File: config.mk
export PLATFORM = sky130hd
export DESIGN_NAME = layer_ram_arbiter
export DESIGN_NICKNAME = d
export VERILOG_FILES = /design/src/rtl/gpu_layer_ram_pkg.sv /design/src/rtl/layer_base_table.sv /design/src/rtl/layer_ram_arbiter.sv
export SDC_FILE = /design/constraint.sdc
export NUM_CORES = 1
export LEC_CHECK = 0
export ABC_AREA = 1
export BUFFER_PORTS_ARGS = -buffer_cell sky130_fd_sc_hd__buf_2
export CAP_MARGIN = 20
export CELL_PAD_IN_SITES_DETAIL_PLACEMENT = 1
export CELL_PAD_IN_SITES_GLOBAL_PLACEMENT = 2
export CORE_MARGIN = 2
export CORE_UTILIZATION = 30
export DETAILED_ROUTE_END_ITERATION = 16
export PLACE_DENSITY_LB_ADDON = 0.1
export SLEW_MARGIN = 10
export SYNTH_ARGS = -nofsm -noshare
export SYNTH_HDL_FRONTEND = slang
export SYNTH_HIERARCHICAL = 1
export SYNTH_SLANG_ARGS = --single-unit
File: constraint.sdc
create_clock -name clk -period 4.92 [get_ports clk]
set_input_delay 0 -clock clk [delete_from_list [all_inputs] [get_ports clk]]
set_output_delay 0 -clock clk [all_outputs]
set_load 0.02 [all_outputs]
File: src/rtl/gpu_layer_ram_pkg.sv
// Shared types and default widths for the layer RAM arbiter and its base table.
package gpu_layer_ram_pkg;

  localparam int ADDR_W       = 24;
  localparam int DATA_W       = 16;
  localparam int LID_W        = 8;
  localparam int NUM_LAYERS   = 8;
  localparam int STARVE_LIMIT = 4;

  typedef enum logic [2:0] {
    ST_IDLE,
    ST_ISSUE_RD,
    ST_WAIT_RD,
    ST_ISSUE_WR,
    ST_WAIT_WR
  } state_e;

  typedef enum logic {
    OWN_PIPE,
    OWN_CTRL
  } owner_e;

endpackage

File: src/rtl/layer_base_table.sv
// Per-layer SDRAM base address registers: one synchronous write port and two
// combinational read ports. Ids beyond the table read as 0 and never write.
module layer_base_table #(
  parameter int ADDR_W     = gpu_layer_ram_pkg::ADDR_W,
  parameter int LID_W      = gpu_layer_ram_pkg::LID_W,
  parameter int NUM_LAYERS = gpu_layer_ram_pkg::NUM_LAYERS
) (
  input  logic              clk,
  input  logic              rst,
  input  logic              cfg_we_i,
  input  logic [LID_W-1:0]  cfg_layer_id_i,
  input  logic [ADDR_W-1:0] cfg_base_i,
  input  logic [LID_W-1:0]  pipe_id_i,
  input  logic [LID_W-1:0]  ctrl_id_i,
  output logic [ADDR_W-1:0] pipe_base_o,
  output logic [ADDR_W-1:0] ctrl_base_o
);

  logic [NUM_LAYERS-1:0][ADDR_W-1:0] base_q;

  generate
    for (genvar gi = 0; gi < NUM_LAYERS; gi++) begin : g_entry
      always_ff @(posedge clk) begin
        if (rst) begin
          base_q[gi] <= '0;
        end else if (cfg_we_i && (cfg_layer_id_i == LID_W'(gi))) begin
          base_q[gi] <= cfg_base_i;
        end
      end
    end
  endgenerate

  // Full-width compare against each entry index keeps out-of-range ids from aliasing.
  always_comb begin
    pipe_base_o = '0;
    ctrl_base_o = '0;
    for (int i = 0; i < NUM_LAYERS; i++) begin
      if (pipe_id_i == LID_W'(i)) pipe_base_o = base_q[i];
      if (ctrl_id_i == LID_W'(i)) ctrl_base_o = base_q[i];
    end
  end

endmodule

File: src/rtl/layer_ram_arbiter.sv
// Shares the single SDRAM host port between pipeline reads and controller
// reads/writes, one command in flight, with starvation protection for ctrl.
module layer_ram_arbiter #(
  parameter int ADDR_W       = gpu_layer_ram_pkg::ADDR_W,
  parameter int DATA_W       = gpu_layer_ram_pkg::DATA_W,
  parameter int NUM_LAYERS   = gpu_layer_ram_pkg::NUM_LAYERS,
  parameter int LID_W        = gpu_layer_ram_pkg::LID_W,
  parameter int STARVE_LIMIT = gpu_layer_ram_pkg::STARVE_LIMIT
) (
  input  logic              clk,
  input  logic              rst,
  input  logic              cfg_we,
  input  logic [LID_W-1:0]  cfg_layer_id,
  input  logic [ADDR_W-1:0] cfg_base,
  input  logic              pipe_req,
  input  logic [LID_W-1:0]  pipe_layer_id,
  input  logic [ADDR_W-1:0] pipe_addr_bytes,
  output logic              pipe_gnt,
  output logic              pipe_rvalid,
  input  logic              ctrl_req,
  input  logic              ctrl_we,
  input  logic [LID_W-1:0]  ctrl_layer_id,
  input  logic              ctrl_restart,
  input  logic [DATA_W-1:0] ctrl_wdata,
  output logic              ctrl_gnt,
  output logic              ctrl_rvalid,
  output logic [DATA_W-1:0] rdata,
  output logic [ADDR_W-1:0] sd_addr,
  output logic [DATA_W-1:0] sd_wdata,
  output logic              sd_wr_en,
  output logic              sd_rd_en,
  input  logic [DATA_W-1:0] sd_rdata,
  input  logic              sd_rd_ready,
  input  logic              sd_busy,
  output logic              idle
);

  import gpu_layer_ram_pkg::*;

  localparam int SW = $clog2(STARVE_LIMIT + 1);

  state_e            state_q, state_d;
  owner_e            owner_q;
  logic [ADDR_W-1:0] addr_q;
  logic [DATA_W-1:0] wdata_q;
  logic [DATA_W-1:0] rdata_q;
  logic              pipe_rvalid_q, ctrl_rvalid_q;
  logic [SW-1:0]     starve_q, starve_d;
  logic [ADDR_W-1:0] offset_q;
  logic [LID_W-1:0]  last_id_q;

  logic [ADDR_W-1:0] pipe_base, ctrl_base;
  logic [ADDR_W-1:0] eff_off, pipe_addr, ctrl_addr;

  layer_base_table #(
    .ADDR_W     (ADDR_W),
    .LID_W      (LID_W),
    .NUM_LAYERS (NUM_LAYERS)
  ) u_base_table (
    .clk            (clk),
    .rst            (rst),
    .cfg_we_i       (cfg_we),
    .cfg_layer_id_i (cfg_layer_id),
    .cfg_base_i     (cfg_base),
    .pipe_id_i      (pipe_layer_id),
    .ctrl_id_i      (ctrl_layer_id),
    .pipe_base_o    (pipe_base),
    .ctrl_base_o    (ctrl_base)
  );

  // Auto-increment only continues while ctrl keeps addressing the same layer.
  assign eff_off   = (ctrl_restart || (ctrl_layer_id != last_id_q)) ? '0 : offset_q;
  assign ctrl_addr = ctrl_base + eff_off;
  assign pipe_addr = pipe_base + (pipe_addr_bytes >> 1);

  always_comb begin
    state_d  = state_q;
    pipe_gnt = 1'b0;
    ctrl_gnt = 1'b0;
    sd_rd_en = 1'b0;
    sd_wr_en = 1'b0;
    case (state_q)
      ST_IDLE: begin
        if (!sd_busy && !rst) begin
          if (ctrl_req && (!pipe_req || (starve_q == SW'(STARVE_LIMIT)))) begin
            ctrl_gnt = 1'b1;
            state_d  = ctrl_we ? ST_ISSUE_WR : ST_ISSUE_RD;
          end else if (pipe_req) begin
            pipe_gnt = 1'b1;
            state_d  = ST_ISSUE_RD;
          end
        end
      end
      ST_ISSUE_RD: begin
        sd_rd_en = 1'b1;
        state_d  = ST_WAIT_RD;
      end
      ST_WAIT_RD: begin
        if (sd_rd_ready) state_d = ST_IDLE;
      end
      ST_ISSUE_WR: begin
        sd_wr_en = 1'b1;
        state_d  = ST_WAIT_WR;
      end
      ST_WAIT_WR: begin
        if (!sd_busy) state_d = ST_IDLE;
      end
      default: state_d = ST_IDLE;
    endcase
  end

  always_comb begin
    starve_d = starve_q;
    if (ctrl_gnt || !ctrl_req) begin
      starve_d = '0;
    end else if (pipe_gnt && (starve_q != SW'(STARVE_LIMIT))) begin
      starve_d = starve_q + SW'(1);
    end
  end

  always_ff @(posedge clk) begin
    if (rst) begin
      state_q       <= ST_IDLE;
      owner_q       <= OWN_PIPE;
      addr_q        <= '0;
      wdata_q       <= '0;
      rdata_q       <= '0;
      pipe_rvalid_q <= 1'b0;
      ctrl_rvalid_q <= 1'b0;
      starve_q      <= '0;
      offset_q      <= '0;
      last_id_q     <= '0;
    end else begin
      state_q       <= state_d;
      starve_q      <= starve_d;
      pipe_rvalid_q <= 1'b0;
      ctrl_rvalid_q <= 1'b0;
      if (ctrl_gnt) begin
        addr_q    <= ctrl_addr;
        wdata_q   <= ctrl_wdata;
        owner_q   <= OWN_CTRL;
        offset_q  <= eff_off + ADDR_W'(1);
        last_id_q <= ctrl_layer_id;
      end else if (pipe_gnt) begin
        addr_q  <= pipe_addr;
        owner_q <= OWN_PIPE;
      end
      if ((state_q == ST_WAIT_RD) && sd_rd_ready) begin
        rdata_q       <= sd_rdata;
        pipe_rvalid_q <= (owner_q == OWN_PIPE);
        ctrl_rvalid_q <= (owner_q == OWN_CTRL);
      end
    end
  end

  assign sd_addr     = addr_q;
  assign sd_wdata    = wdata_q;
  assign rdata       = rdata_q;
  assign pipe_rvalid = pipe_rvalid_q;
  assign ctrl_rvalid = ctrl_rvalid_q;
  assign idle        = (state_q == ST_IDLE);

endmodule

==> results of run 1 <==
-- critical path, cell delays in order --
cell,delay [ns]
dlygate4sd3_1,0.54
buf_2,0.15
nor2_1,0.10
nand2_1,0.23
inv_1,0.17
nand3_2,0.53
nor2_1,0.24
o21bai_1,0.28
nand4_1,0.30
ha_1,0.38
a21o_1,0.17
nand2_1,0.06
nand2_1,0.10
nand3_1,0.11
nand2_1,0.20
nand2_1,0.11
nand2_1,0.14
nand2_1,0.12
nand2_1,0.06
nand2_1,0.06
nand3_1,0.11
a21oi_1,0.17
-- cell usage after synthesis (3+ instances only) --
library cell and n:
a31oi_1 14, buf_1 9, inv_2 5, xnor2_1 4, nand2_2 4, a21o_1 3
nor2_2 13, inv_1 212, nor2_4 13, nor2_1 410, buf_4 8, o21ai_0 117
nor3_1 11, a21oi_1 305, ha_1 37, o211ai_1 10, or2_2 9, o21bai_1 42
nor4_1 4, o21ai_1 5, clkinv_1 5, nor3_2 4, nand4_1 58, o2111ai_1 5
nand3b_1 4, a21boi_0 4, nand2_1 702, clkbuf_1 70, buf_2 92, dfxtp_1 289
xor2_1 12, nand3_1 451, nand3_2 7
-- area by class of cell --
| type | instances | area (µm²) |
|---|---|---|
| diodes | 1 | 2.50 |
| clock buffers | 61 | 1130 |
| clock inverters | 9 | 140 |
| fillers | 7854 | 38600 |
| inverters | 222 | 840 |
| multi-input cells | 2268 | 10900 |
| flip-flops and latches | 289 | 5790 |
| well taps | 782 | 978 |
| repair buffers | 288 | 1990 |
-- state kept, by name, indices dropped and copies added (netlist names) --
| register | flops |
|---|---|
| sd_addr | 24 |
| pipe_rvalid | 1 |
| ctrl_rvalid | 1 |
| sd_wdata | 16 |
| owner_q | 1 |
| starve_q | 3 |
| u_base_table/base_q | 192 |
| last_id_q | 8 |
| offset_q | 24 |
| state_q | 3 |
| rdata | 16 |
-- worst max path at each step --
stage	startpoint	endpoint	slack (ns)	cells after the start
global route	ctrl_layer_id[7]	sd_addr[19]	0.80	22
CTS	ctrl_layer_id[2]	sd_addr[20]	1.17	20
global placement	pipe_layer_id[7]	sd_addr[23]	0.73	20
finish	ctrl_layer_id[7]	sd_addr[19]	1.07	22
floorplan	pipe_layer_id[0]	sd_addr[16]	1.97	24
detailed placement	pipe_layer_id[7]	sd_addr[23]	0.72	20
-- report_power, final --
group	switching [W]	internal, W	total (W)
Combinational	0.000706	0.000295	0.00100
Clock	0.00117	0.00169	0.00286
Sequential	0.0000660	0.00245	0.00252
Total	0.00194	0.00444	0.00638
-- per-layer routing --
layer	global-route usage	wire length, µm
met1	0.318	36400
met2	0.436	38200
met3	0.0256	2240
met4	0.0827	2500
met5	0	0
-- logic make-up after synthesis --
logic type / Yosys count / share of synthesized area
XOR/XNOR: 16 / 0.00764
flip-flops: 289 / 0.315
adder cells (fa/ha/maj): 39 / 0.0274
buffers and inverters: 403 / 0.0914
AND/OR/NAND/NOR: 1702 / 0.408
AO/OA/AOI/OAI: 511 / 0.150
-- repair_timing --
item | in CTS | in global routing
endpoints found under the setup margin | 0 | 0
endpoints found under the hold margin | 181 | 4
hold buffers | 68 | 1
-- through the flow --
stage	cells	total power (W)
2_1_floorplan	2960	0.00312
6_report	3920	0.00638
3_3_place_gp	3776	0.00350
3_5_place_dp	3776	0.00352
4_1_cts	3914	0.00648
5_1_grt	3920	0.00668
==> metrics.cfg, run 1 <==
[status]
status = complete, no violations

[drt]
drt-initial-drc-count = 958
drc = 0
via_count = 20500
drt-wirelength-per-cell_um = 20.2
wl_mm = 79.3
drtPass1Iterations = 5
ant_nets = 0
via_per_inst = 5.22

[synth]
synth-edff-count = 0
yosys.area.top_type_share = 0.315
synth_ff_type = dfxtp_1
postSynthCellCount = 2960
yosysWarnings = 6
ys_async_sr_fraction = 0
synth-seq-area-share = 0.315
syn_avg_cell_area_um2 = 6.20
synth_cell_types = 51
synth_nets = 3112
synth_top_area_cell = dfxtp_1
synth_area_leaders = dfxtp_1, nand2_1, nand3_1
ys_seq_elements = 289
syn-cell-area_um2 = 18300

[floorplanning]
die-area_um2 = 63200
die_x_um = 251
start_util = 0.304
io_pins = 176
num_rows = 90
core_um2 = 60400
die_h_um = 251

[global_route]
grt_max_degree = 193
antenna_found_initial = 1
grt_pass1_wl_mm = 122
grt-ovfl-total = 0
grt_util_all_layers = 0.249
grt_pass1_vias = 20600

[timing]
fin_skew_ns = 0.0226
tns_ns = 0
worst_pin_slew_ns = 0.980
fin_crit_sh = 0.782
slew_headroom = 0.347
max_freq_ghz = 0.260
setup_viol = 0
timing.hold.ws_ns = 0.00622
rsz0062_at_grt = no
layout_setup_ws_ns = 1.07
fin_crit_ns = 3.85
final-max-slew-violation-count = 0
finalHoldViolCount = 0

[pwr]
p_leak_nw = 9.53
peakVddDrop_uv = 203
pwr_density_cell_nw_per_um2 = 293

[clock_tree]
postCtsSetupRepairBufs = 0
clk_latency_ns = 0.59
path_clk_slew_ns = 0.05
cts_tree = yes
cts_root_buf = clkbuf_16
post_cts_resize_count = 0
clkSinkCount = 289
cts.path.max_buffers = 3
cts_made_buffers = 39
cts_max_level = 2

[hold_path]
worstHoldPathType = in2reg
worstHoldPathCells = 5
hp-start = cfg_base[9]
hold_end = u_base_table/base_q[33]

[placed_design]
io_buffers = 174
hpwl_mm = 56.8
preCtsSetupSlack_ns = 0.723
dpl-instance-area_um2 = 19700
globalplace.congestion = 0.876

[layout]
final_cell_mix = nand2_1, nand3_1, nor2_1
stdcell_area_um2 = 21800
syn_to_final_growth_pct = 18.8
nets = 3260
drive_above_1_share = 0.111
layout_commonest_cell = nand2_1
final_util = 0.361

[critical_path]
regToRegSetupSlack_ns = 1.36
worstReg2RegEnd = sd_addr[23]
critPathLaunchType = input pin
r2r-start = u_base_table/base_q[64]
cp_data_arrival_time_ns = 4.35
rr_worst_depth = 15
critPathMaxFanout = 18
end_kind = flop
worst-setup-path-type = in2reg
required_ns = 5.42

[flow_run]
maxCapViolations = 0

(Power assumes the default switching activity.)
==> inputs of run 2 (changes only) <==
clock period = 3.8 ns   (was 4.92 ns; I/O delays follow)
==> run 2 against run 1 <==
Against the previous run: first-iteration DRC count rose by 37%; power rose by 28%; clock-buffer cell count did not move; setup slack got worse by 0.91 ns; clock skew rose by 0.0050 ns; die area did not move; via count rose by 0.26%; critical path depth did not move; core utilization rose by 0.69 points; combinational power rose by 29%; critical path type unchanged; largest power group unchanged.
==> metrics.cfg, run 2 (synthesized netlist as in run 1, its figures left out) <==
[status]
status = complete, no violations

[placed_design]
io_buffers = 174
globalplace.congestion = 0.894
hpwl_mm = 57.5
dpl-instance-area_um2 = 20200

[layout]
multi_input_area_um2 = 10900
largest-register = u_base_table/base_q
n_fill_cell = 7797
seqCellArea_um2 = 5790
final_cell_mix = nand2_1, nand3_1, nor2_1
drive_above_1_share = 0.122
nets = 3303
largest_reg_flops = 192
stdcell_area_um2 = 22200
syn_to_final_growth_pct = 21.0
layout_commonest_cell = nand2_1

[floorplanning]
num_rows = 90
die-area_um2 = 63200
start_util = 0.304
die_x_um = 251
core_um2 = 60400
die_h_um = 251
io_pins = 176

[critical_path]
path_buf_inv = 6
critPathLaunchType = input pin
r2r-start = last_id_q[3]
worst-setup-path-type = in2reg
cp_cell_sequence = dlygate4sd3_1 > buf_2 > nor2_1 > nand2_1 > inv_1 > buf_4 > nand3_2 > buf_4 > nor2_1 > o21bai_1 > nand4_1 > ha_1 > inv_1 > nor2_1 > nand3_1 > nand2_1 > nand2_1 > nand2_1 > nand2_1 > nand3b_1 > nand3_1 > a21oi_1
regToRegSetupSlack_ns = 0.53
cp.depth = 22
crit_top_cell = nand2_1
max_stage_delay_ns = 0.55
end_kind = flop
cp_data_arrival_time_ns = 4.11
rr_worst_depth = 18
critPathMaxFanout = 15
worstReg2RegEnd = sd_addr[15]
required_ns = 4.28
slowest_stage = dlygate4sd3_1
cp_top_family = simple AND/OR/NAND/NOR gates

[clock_tree]
clkSinkCount = 289
path_clk_slew_ns = 0.06
cts_made_buffers = 39
clk_latency_ns = 0.57
cts.path.max_buffers = 3
cts_tree = yes
cts_max_level = 2
cts_root_buf = clkbuf_16

[drt]
drt-initial-drc-count = 1316
drt-wirelength-per-cell_um = 20.1
ant_nets = 0
drtPass1Iterations = 5
drc = 0
via_per_inst = 5.18
wl_mm = 79.4
via_count = 20500

[hold_path]
worstHoldPathType = in2reg
worstHoldPathCells = 5
hp-start = cfg_base[5]
hold_end = u_base_table/base_q[5]

[pwr]
p_leak_nw = 9.76
pwr_density_cell_nw_per_um2 = 366
peakVddDrop_uv = 223

[timing]
rsz0062_at_grt = no
fin_skew_ns = 0.0276
max_freq_ghz = 0.275
worst_pin_slew_ns = 1.00
tns_ns = 0
slew_headroom = 0.331
fin_crit_sh = 0.957
finalHoldViolCount = 0
final-max-slew-violation-count = 0
setup_viol = 0
timing.hold.ws_ns = 0.0228
fin_crit_ns = 3.64

[global_route]
grt_max_degree = 193
grt_pass1_wl_mm = 123
grt_pass1_vias = 20600
antenna_found_initial = 1
grt-ovfl-total = 0
grt_util_all_layers = 0.249

[flow_run]
maxCapViolations = 0

-- run 2: per-stage QoR --
stage          utilization  power (W)  std cells  setup slack (ns)
2_1_floorplan            -    0.00404       2960             0.852
3_3_place_gp         0.335    0.00452       3818             0.191
3_5_place_dp         0.335    0.00454       3818             0.205
4_1_cts              0.367    0.00827       3956             0.218
5_1_grt              0.368    0.00851       3957           0.00119
6_report             0.368    0.00814       3958             0.165
-- run 2: per-layer routing --
metal  GRT usage  up-vias  part of all wire
li1            -    10200                 -
met1       0.330     9935              0.47
met2       0.427      333              0.47
met3      0.0277       91             0.033
met4      0.0633        0             0.023
met5           0        -                 0
-- run 2: tightest hold or removal path: cells and delay by family --
family / cells / cell delay [ns]
simple gates: 3 / 0.28
buf+inv: 2 / 0.26
-- run 2: worst max-delay path by stage --
stage	start	to
after floorplan	pipe_layer_id[0]	sd_addr[16]
after global placement	pipe_layer_id[7]	sd_addr[20]
after detailed placement	pipe_layer_id[5]	sd_addr[20]
after CTS	ctrl_layer_id[7]	sd_addr[19]
after global routing	ctrl_layer_id[7]	sd_addr[19]
final	ctrl_layer_id[7]	sd_addr[19]
-- run 2: final cells by class --
type | count | share of cell area
sequential | 289 | 0.261
antenna | 1 | 0.000113
timing repair buffer | 331 | 0.110
clock inverter | 4 | 0.00220
multi-input combinational | 2268 | 0.492
clock buffer | 61 | 0.0527
inverter | 222 | 0.0378
tap | 782 | 0.0441
-- run 2: report_power, final --
group          switching (W)  internal (W)
Combinational       0.000890      0.000398
Clock                0.00149       0.00211
Sequential         0.0000795       0.00317
-- run 2: what timing repair did --
| item | in CTS | in global routing |
|---|---|---|
| setup endpoints to repair | 0 | 1 |
| setup buffers | 0 | 0 |
| hold buffers | 73 | 0 |
| hold endpoints to repair | 185 | 0 |
| resized for setup | 0 | 1 |
==> inputs of run 3 (changes only) <==
--- a/config.mk
+++ b/config.mk
@@ -10,6 +10,4 @@
 export CAP_MARGIN = 20
-export CELL_PAD_IN_SITES_DETAIL_PLACEMENT = 1
-export CELL_PAD_IN_SITES_GLOBAL_PLACEMENT = 2
 export CORE_MARGIN = 2
-export CORE_UTILIZATION = 30
+export CORE_UTILIZATION = 45
 export DETAILED_ROUTE_END_ITERATION = 16
--- a/constraint.sdc
+++ b/constraint.sdc
@@ -3,2 +3,2 @@
 set_output_delay 0 -clock clk [all_outputs]
-set_load 0.02 [all_outputs]
+set_load 0.005 [all_outputs]
==> run 3 against run 2 <==
Against the previous run: sequential cell count stayed put; wire length down 17%; power down 3.0%; largest power group unchanged; clock-buffer cell count is 7 lower; critical endpoint is now sd_addr[9].
==> metrics.cfg, run 3 (synthesized netlist as in run 1, its figures left out) <==
[timing]
worst_pin_slew_ns = 1.13
slew_headroom = 0.247
fin_crit_sh = 0.937
final-max-slew-violation-count = 0
rsz0062_at_grt = no
finalHoldViolCount = 0
fin_skew_ns = 0.0109
max_freq_ghz = 0.281
tns_ns = 0
setup_viol = 0
timing.hold.ws_ns = 0.0350
fin_crit_ns = 3.56

[layout]
multi_input_area_um2 = 10900
syn_to_final_growth_pct = 17.9
nets = 3286
drive_above_1_share = 0.118
largest_reg_flops = 192
diodes = 0
layout_commonest_cell = nand2_1
seqCellArea_um2 = 5790
final_cell_mix = nand2_1, nand3_1, nor2_1
largest-register = u_base_table/base_q
n_fill_cell = 3982

[global_route]
grt_max_degree = 193
grt_pass1_vias = 18400
antenna_found_initial = 0
grt_util_all_layers = 0.306
grt_pass1_wl_mm = 102
grt-ovfl-total = 0

[drt]
drt-initial-drc-count = 1825
via_count = 20500
via_per_inst = 5.56
wl_mm = 65.9
drc = 0
drt-wirelength-per-cell_um = 17.9
ant_nets = 0
drtPass1Iterations = 7

[pwr]
p_total_w = 0.00789
swShare = 0.277
p_seq_frac = 0.412
p_comb_frac = 0.135
power_switching_w = 0.00219
p_int_w = 0.00571
pwr-share-clk = 0.453
pwr_density_cell_nw_per_um2 = 365
peakVddDrop_uv = 288
p_leak_nw = 9.66

[placed_design]
io_buffers = 174
hpwl_mm = 46.0
globalplace.congestion = 0.939

[flow_run]
maxCapViolations = 0

[floorplanning]
die_h_um = 206
start_util = 0.459
die_x_um = 206
io_pins = 176
num_rows = 73
core_um2 = 40000
die-area_um2 = 42400

[clock_tree]
cts_max_level = 2
postCtsSetupRepairBufs = 0
cts_tree = yes
cts.path.max_buffers = 3
path_clk_slew_ns = 0.06
cts_root_buf = clkbuf_16
clkSinkCount = 289
cts_made_buffers = 37
clk_latency_ns = 0.55

[hold_path]
worstHoldPathType = in2reg
worstHoldPathCells = 5

[critical_path]
regToRegSetupSlack_ns = 0.48
end_kind = flop
cp_data_arrival_time_ns = 3.97
critPathMaxFanout = 27
required_ns = 4.20
critPathLaunchType = input pin
worst-setup-path-type = in2reg
rr_worst_depth = 16

[status]
status = complete, no violations

==> run 3: cell types whose count changed in the layout (fill, tap and decap cells not counted), moves of 2 or more <==
cell       before  now
buf_12         16    7
clkbuf_1       12    6
buf_4          67   62
bufinv_16       0    2
clkbuf_16      40   38
==> run 3: worst paths after layout <==
kind / from / to
setup / recovery: ctrl_layer_id[6] / sd_addr[9]
hold / removal: cfg_base[12] / u_base_table/base_q[132]
setup reg to reg: last_id_q[7] / sd_addr[9]
hold reg to reg: rdata[9] / rdata[9]
==> run 3: final cells by class <==
| cell class | instances | area share |
|---|---|---|
| clock buffers | 54 | 0.0513 |
| clock inverters | 8 | 0.00503 |
| inverters | 222 | 0.0386 |
| multi-input cells | 2268 | 0.505 |
| flip-flops and latches | 289 | 0.267 |
| well taps | 525 | 0.0304 |
| repair buffers | 316 | 0.102 |
==> run 3: repair_timing <==
action / in CTS / in global routing
hold buffers: 73 / 0
hold endpoints to repair: 223 / 0
endpoints found under the setup margin: 0 / 1
resized for setup: 0 / 2
==> run 3: critical path, cell delays in order <==
cell and delay (ns):
dlygate4sd3_1 0.55, buf_2 0.14, nor2_1 0.04, nand2_1 0.28, inv_1 0.18, buf_4 0.27
nand3_1 0.12, nand3_1 0.10, o21bai_1 0.23, nand4_1 0.31, ha_1 0.39, a21o_1 0.17
nand2_1 0.06, nand2_1 0.10, nand3_1 0.11, nand2_2 0.13, nand3_1 0.10, nand2_1 0.11
o21ai_0 0.43, a31oi_1 0.14
==> run 3: power groups by stage <==
| stage | sequential (W) | clock, W | combinational, W |
|---|---|---|---|
| after floorplan | 0.00331 | 0 | 0.000572 |
| after global placement | 0.00332 | 0 | 0.000980 |
| after detailed placement | 0.00332 | 0 | 0.000989 |
| after CTS | 0.00326 | 0.00364 | 0.00105 |
| after global routing | 0.00327 | 0.00376 | 0.00118 |
| final | 0.00326 | 0.00357 | 0.00106 |
==> run 3: layer usage <==
metal	share of wire	up-vias	global-route usage
met5	0	-	0
met4	0.036	0	0.112
met3	0.071	144	0.0426
met2	0.45	774	0.499
met1	0.45	9410	0.413
li1	-	10100	-
==> run 3: through the flow <==
stage / util / instances / setup slack, ns / instance area [µm²]
after floorplan: - / 2960 / 0.852 / 18300
after global placement: 0.492 / 3547 / 0.164 / 19700
after detailed placement: 0.492 / 3547 / 0.140 / 19700
after CTS: 0.541 / 3682 / 0.192 / 21600
after global routing: 0.541 / 3682 / 0.00493 / 21600
final: 0.541 / 3682 / 0.238 / 21600
